### config.mk
export PLATFORM = sky130hd
export DESIGN_NAME = t5_load
export DESIGN_NICKNAME = d
export VERILOG_FILES = /design/src/rtl/t5_load.sv
export SDC_FILE = /design/constraint.sdc
export NUM_CORES = 1
export LEC_CHECK = 0
export ABC_AREA = 1
export BUFFER_PORTS_ARGS = -buffer_cell sky130_fd_sc_hd__buf_2
export CORE_ASPECT_RATIO = 1.25
export CORE_UTILIZATION = 51
export CTS_BUF_LIST = sky130_fd_sc_hd__clkbuf_4 sky130_fd_sc_hd__clkbuf_8 sky130_fd_sc_hd__clkbuf_16
export CTS_CLUSTER_DIAMETER = 50
export DETAILED_ROUTE_END_ITERATION = 16
export PLACE_DENSITY = 0.91
export SYNTH_ARGS = -nofsm -noshare
export SYNTH_HDL_FRONTEND = slang
export SYNTH_SLANG_ARGS = --single-unit
### constraint.sdc
create_clock -name sclk -period 1.6 [get_ports sclk]
set_input_delay 0.16 -clock sclk [delete_from_list [all_inputs] [get_ports sclk]]
set_output_delay 0.16 -clock sclk [all_outputs]
set_load 0.1 [all_outputs]
### src/rtl/t5_load.sv
// Memory-return stage: waits for the data-bus acknowledge of the access placed by
// the request stage, aborts on timeout, and registers the aligned load writeback.
module t5_load #(
  parameter int XLEN = 32,
  parameter int TOUT = 15,
  parameter int TW   = 8
) (
  input  logic            sclk,
  input  logic            srst,
  input  logic [XLEN-1:0] dwb_dti,
  input  logic            dwb_ack,
  input  logic            xstb,
  input  logic            xwre,
  input  logic [1:0]      xoff,
  input  logic [2:0]      xfn3,
  input  logic [4:0]      xrd,
  output logic            dstall,
  output logic [XLEN-1:0] mdat,
  output logic [4:0]      mrd,
  output logic            mwre,
  output logic            merr
);

  localparam logic [0:0] IDLE = 1'b0;
  localparam logic [0:0] WAIT = 1'b1;

  localparam logic [TW-1:0] TOUT_C = TW'(TOUT);

  logic [0:0]      state_q, state_d;
  logic [TW-1:0]   cnt_q, cnt_d;
  logic [XLEN-1:0] mdat_q, mdat_d;
  logic [4:0]      mrd_q, mrd_d;
  logic            mwre_q, mwre_d;
  logic            merr_q, merr_d;

  logic            toutHit;
  logic            complete;
  logic            abort;
  logic [7:0]      laneByte;
  logic [15:0]     laneHalf;
  logic [XLEN-1:0] aligned;

  assign toutHit  = (state_q == WAIT) && (cnt_q == TOUT_C);
  assign complete = xstb & dwb_ack;
  // Ack wins over a coincident timeout, so abort requires no ack this cycle.
  assign abort    = xstb & ~dwb_ack & toutHit;
  assign dstall   = srst & xstb & ~dwb_ack & ~toutHit;

  always_comb begin
    laneByte = dwb_dti[7:0];
    case (xoff)
      2'd0:    laneByte = dwb_dti[7:0];
      2'd1:    laneByte = dwb_dti[15:8];
      2'd2:    laneByte = dwb_dti[23:16];
      default: laneByte = dwb_dti[31:24];
    endcase
    laneHalf = xoff[1] ? dwb_dti[31:16] : dwb_dti[15:0];
    case (xfn3)
      3'b000:  aligned = {{(XLEN-8){laneByte[7]}}, laneByte};
      3'b100:  aligned = {{(XLEN-8){1'b0}}, laneByte};
      3'b001:  aligned = {{(XLEN-16){laneHalf[15]}}, laneHalf};
      3'b101:  aligned = {{(XLEN-16){1'b0}}, laneHalf};
      default: aligned = dwb_dti;
    endcase
  end

  always_comb begin
    state_d = state_q;
    cnt_d   = cnt_q;
    case (state_q)
      IDLE: begin
        if (xstb && !dwb_ack) begin
          state_d = WAIT;
          cnt_d   = TW'(1);
        end else begin
          cnt_d = '0;
        end
      end
      WAIT: begin
        if (!xstb || dwb_ack || toutHit) begin
          state_d = IDLE;
          cnt_d   = '0;
        end else begin
          cnt_d = cnt_q + TW'(1);
        end
      end
      default: begin
        state_d = IDLE;
        cnt_d   = '0;
      end
    endcase
  end

  // Stores still refresh mdat/mrd; only the write enable is suppressed.
  always_comb begin
    mwre_d = complete & ~xwre & (xrd != 5'd0);
    merr_d = abort;
    mdat_d = complete ? aligned : mdat_q;
    mrd_d  = complete ? xrd : mrd_q;
  end

  always_ff @(posedge sclk or negedge srst) begin
    if (!srst) begin
      state_q <= IDLE;
      cnt_q   <= '0;
      mdat_q  <= '0;
      mrd_q   <= '0;
      mwre_q  <= 1'b0;
      merr_q  <= 1'b0;
    end else begin
      state_q <= state_d;
      cnt_q   <= cnt_d;
      mdat_q  <= mdat_d;
      mrd_q   <= mrd_d;
      mwre_q  <= mwre_d;
      merr_q  <= merr_d;
    end
  end

  assign mdat = mdat_q;
  assign mrd  = mrd_q;
  assign mwre = mwre_q;
  assign merr = merr_q;

endmodule

==> impl_results.md <==
* Dpl cells at 482
* CP arrival at 1490 ps
* Antenna Violating Nets Remaining at 0
* Hold Vio Cnt, Final at 0
* Fmax at 0.606 GHz
* Status: complete, but fails checks
* Layout Utilization at 66.7%
* Final worst path period share at 103%
* Crit path max-delay cell type: dfrtp_1
* Vias per cell at 5.20
* Area Overhead vs Synth at 24.7%
* Worst-Margin Slew at 595 ps
* Final WL at 7070 um
* Max cap viols at 0
* Die width at 67.8 um
* Synth cell types at 31
* Share of layout cells above drive strength 1 at 37.7%
* Crit Path Max Fanout at 2
* PD cells at 1200 nW/um^2
* IO Port Bufs at 86
* Main synth FF type: dfrtp_1
* Slowest stage delay, CP at 380 ps
* GPL Wtd Cong at 0.912
* Vias in the first global route at 2493
* 1st-iter DRT viols at 155
* Largest net degree at the start of global routing at 49
* R2R Setup Slk at 80 ps
* P_sw at 1.86 mW
* Clk_skew at 6.85 ps
* Reg power frac at 34.4%
* Period minus WS final at 1650 ps
* Clock slew at reported path FFs at 80 ps
* Worst Path Class, Setup: flop to output port
* Fin cells at 500
* All-Layer GR Usage at 26.7%
* Post-layout net count at 486
* Synthesized area at 2760 sq um
* Synth top cells by count: nand2_1, dfrtp_1, inv_1
* Count leader, synth: nand2_1
* Starting Density at 53.5%
* Avg Inst Size Synth at 7.94 sq um
* Worst EP required at 1440 ps
* Switching Fraction at 45.0%
* Fillers at 411
* Slew Viols, Final at 0
* Worst Path Buf+Inv at 1
* Synth area leader: dfrtp_1
* H-Tree Depth at 2
* Total power at 4.12 mW
* Top cells by area, synth: dfrtp_1, nand2_1, a21oi_1
* Failing checks: negative setup slack
* Die Y-Extent at 84.2 um
* CTS Sinks at 48
* WHS at 76.3 ps
* First-pass GRT wire length at 11500 um
* Storage element area at 1200 sq um
* Grt ovf at 0
* CTS Buf Count at 5
* DR pass1 iterations at 4
* Slew HR at 60.3%
* Post-synth net total at 395
* DRC viols at 0
* Warnings from Yosys at 0
* Detailed-route via count at 2600
* Mapped Cells at 347
* Ports at 87
* Row cnt at 29
* Clock Tree Buf Depth at 2
* Area of the multi-input gates at 1290 sq um
* Synth top area share at 43.6%
* Maximum VDD drop at 0.783 mV
* Antenna violations before repair at 0
* Final setup viols at 1
* Clk pwr share at 24.6%
* Core box area at 5150 sq um
* Post-DP HPWL at 4940 um
* Flop and latch count out of synthesis at 48
* # diodes at 0
* Critical path's top delay family: simple AND/OR/NAND/NOR gates
* RSZ-0062 raised after global routing: yes
* CTS tree: done
* Wire length per cell at 14.1 um
* Clk_lat worst skew at 300 ps
* Final worst slack at -50.3 ps
* Worst Hold Class: primary input to flop
* Async S/R FF share, synth at 100%
* DIE AREA at 5700 sq um
* Seq/Total Area, Yosys at 43.6%
* Clock Tree Root: clkbuf_8
* Worst setup SP type: flop
* Worst setup EP type: output port
* Logic pwr share at 41.0%
* Worst-path cell chain: ha_2 -> nand2_2 -> nor2_4 -> nand3_2 -> and3_4 -> buf_12
* Static Leakage at 1.87 nW
* Int Pwr at 2.27 mW
* EDFF count, synth at 0
state kept, by name, summed over array words and instances (netlist names):
signal   cells
mwre         1
mdat        32
mrd          5
merr         1
cnt_q        8
state_q      1
area by class of cell:
| class | instances | share of cell area (%) |
|---|---|---|
| Clock buffer | 5 | 2.00 |
| Clock inverter | 2 | 1.75 |
| Inverter | 43 | 4.84 |
| Multi-Input combinational cell | 238 | 37.7 |
| Sequential cell | 48 | 34.9 |
| Tap cell | 62 | 2.26 |
| Timing Repair Buffer | 102 | 16.5 |
worst register-to-register path: cells and delay by family (launching register included):
family | cells | cell delay (ps)
AOI/OAI and AO/OA | 1 | 240
adders and majority gates | 1 | 190
buffers and inverters | 1 | 140
DFF | 1 | 400
and+or+nand+nor | 4 | 460
power by group through the flow:
stage	clock network (mW)	registers, mW	logic (mW)
2_1_floorplan	0	2.44	0.361
3_3_place_gp	0	1.44	1.65
3_5_place_dp	0	1.44	1.68
4_1_cts	1.03	1.42	1.69
5_1_grt	1.08	1.44	1.78
6_report	1.01	1.42	1.69
metrics by stage:
stage | cell area [sq um] | TNS (ps) | setup slack (ps)
global route | 3440 | -93.8 | -93.8
detailed placement | 3200 | 0 | 68.6
finish | 3440 | -50.3 | -50.3
global placement | 3200 | 0 | 146
CTS | 3410 | -18.1 | -18.1
floorplan | 2760 | 0 | 74.3
layer usage:
layer	wire [um]	part of all wire (%)	track usage (%)	up-vias
met3	430	6.1	5.16	20
met2	3640	51	43.3	106
met4	223	3.2	11.8	0
met1	2780	39	33.8	1204
met5	0	0	0	-
li1	-	-	-	1270
kinds of logic after synthesis:
kind of cell | Yosys count | synth area share [%]
DFF | 48 | 43.6
buffers and inverters | 61 | 10.4
AOI/OAI and AO/OA | 57 | 12.1
and+or+nand+nor | 176 | 32.2
adders and majority gates | 1 | 0.454
xor gates and xnor gates | 4 | 1.27
cells in the final DEF (no fill, tap or decap), drive strengths merged:
cell and instances:
a21oi 35, a31oi 1, and3 1, buf 101
bufinv 2, clkbuf 5, dfrtp 48, dlygate4sd3 1
ha 1, inv 43, nand2 107, nand3 31
nand4 3, nor2 16, nor3 2, o211ai 7
o21ai 13, o31ai 1, or2 16, xnor2 1
xor2 3
final timing paths:
check	startpoint	end	cells after the start
worst min-delay path	xrd[1]	mrd[1]$_DFFE_PN0P_	3
min in group asynchronous	srst	cnt_q[2]$_DFF_PN0_	3
worst max-delay path	cnt_q[1]$_DFF_PN0_	dstall	6
worst min register to register	mdat[3]$_DFFE_PN0P_	mdat[3]$_DFFE_PN0P_	2
worst max register to register	cnt_q[1]$_DFF_PN0_	cnt_q[4]$_DFF_PN0_	7
max in group asynchronous	srst	cnt_q[5]$_DFF_PN0_	3
timing repair:
action	in CTS	in global routing
gates resized for setup	8	0
endpoints found under the setup margin	1	1
hold buffers	1	0
endpoints found under the hold margin	48	0
gates cloned	0	0
pin swaps	5	6
buffers inserted	6	4
No activity file was read; power rests on OpenSTA's default activity.
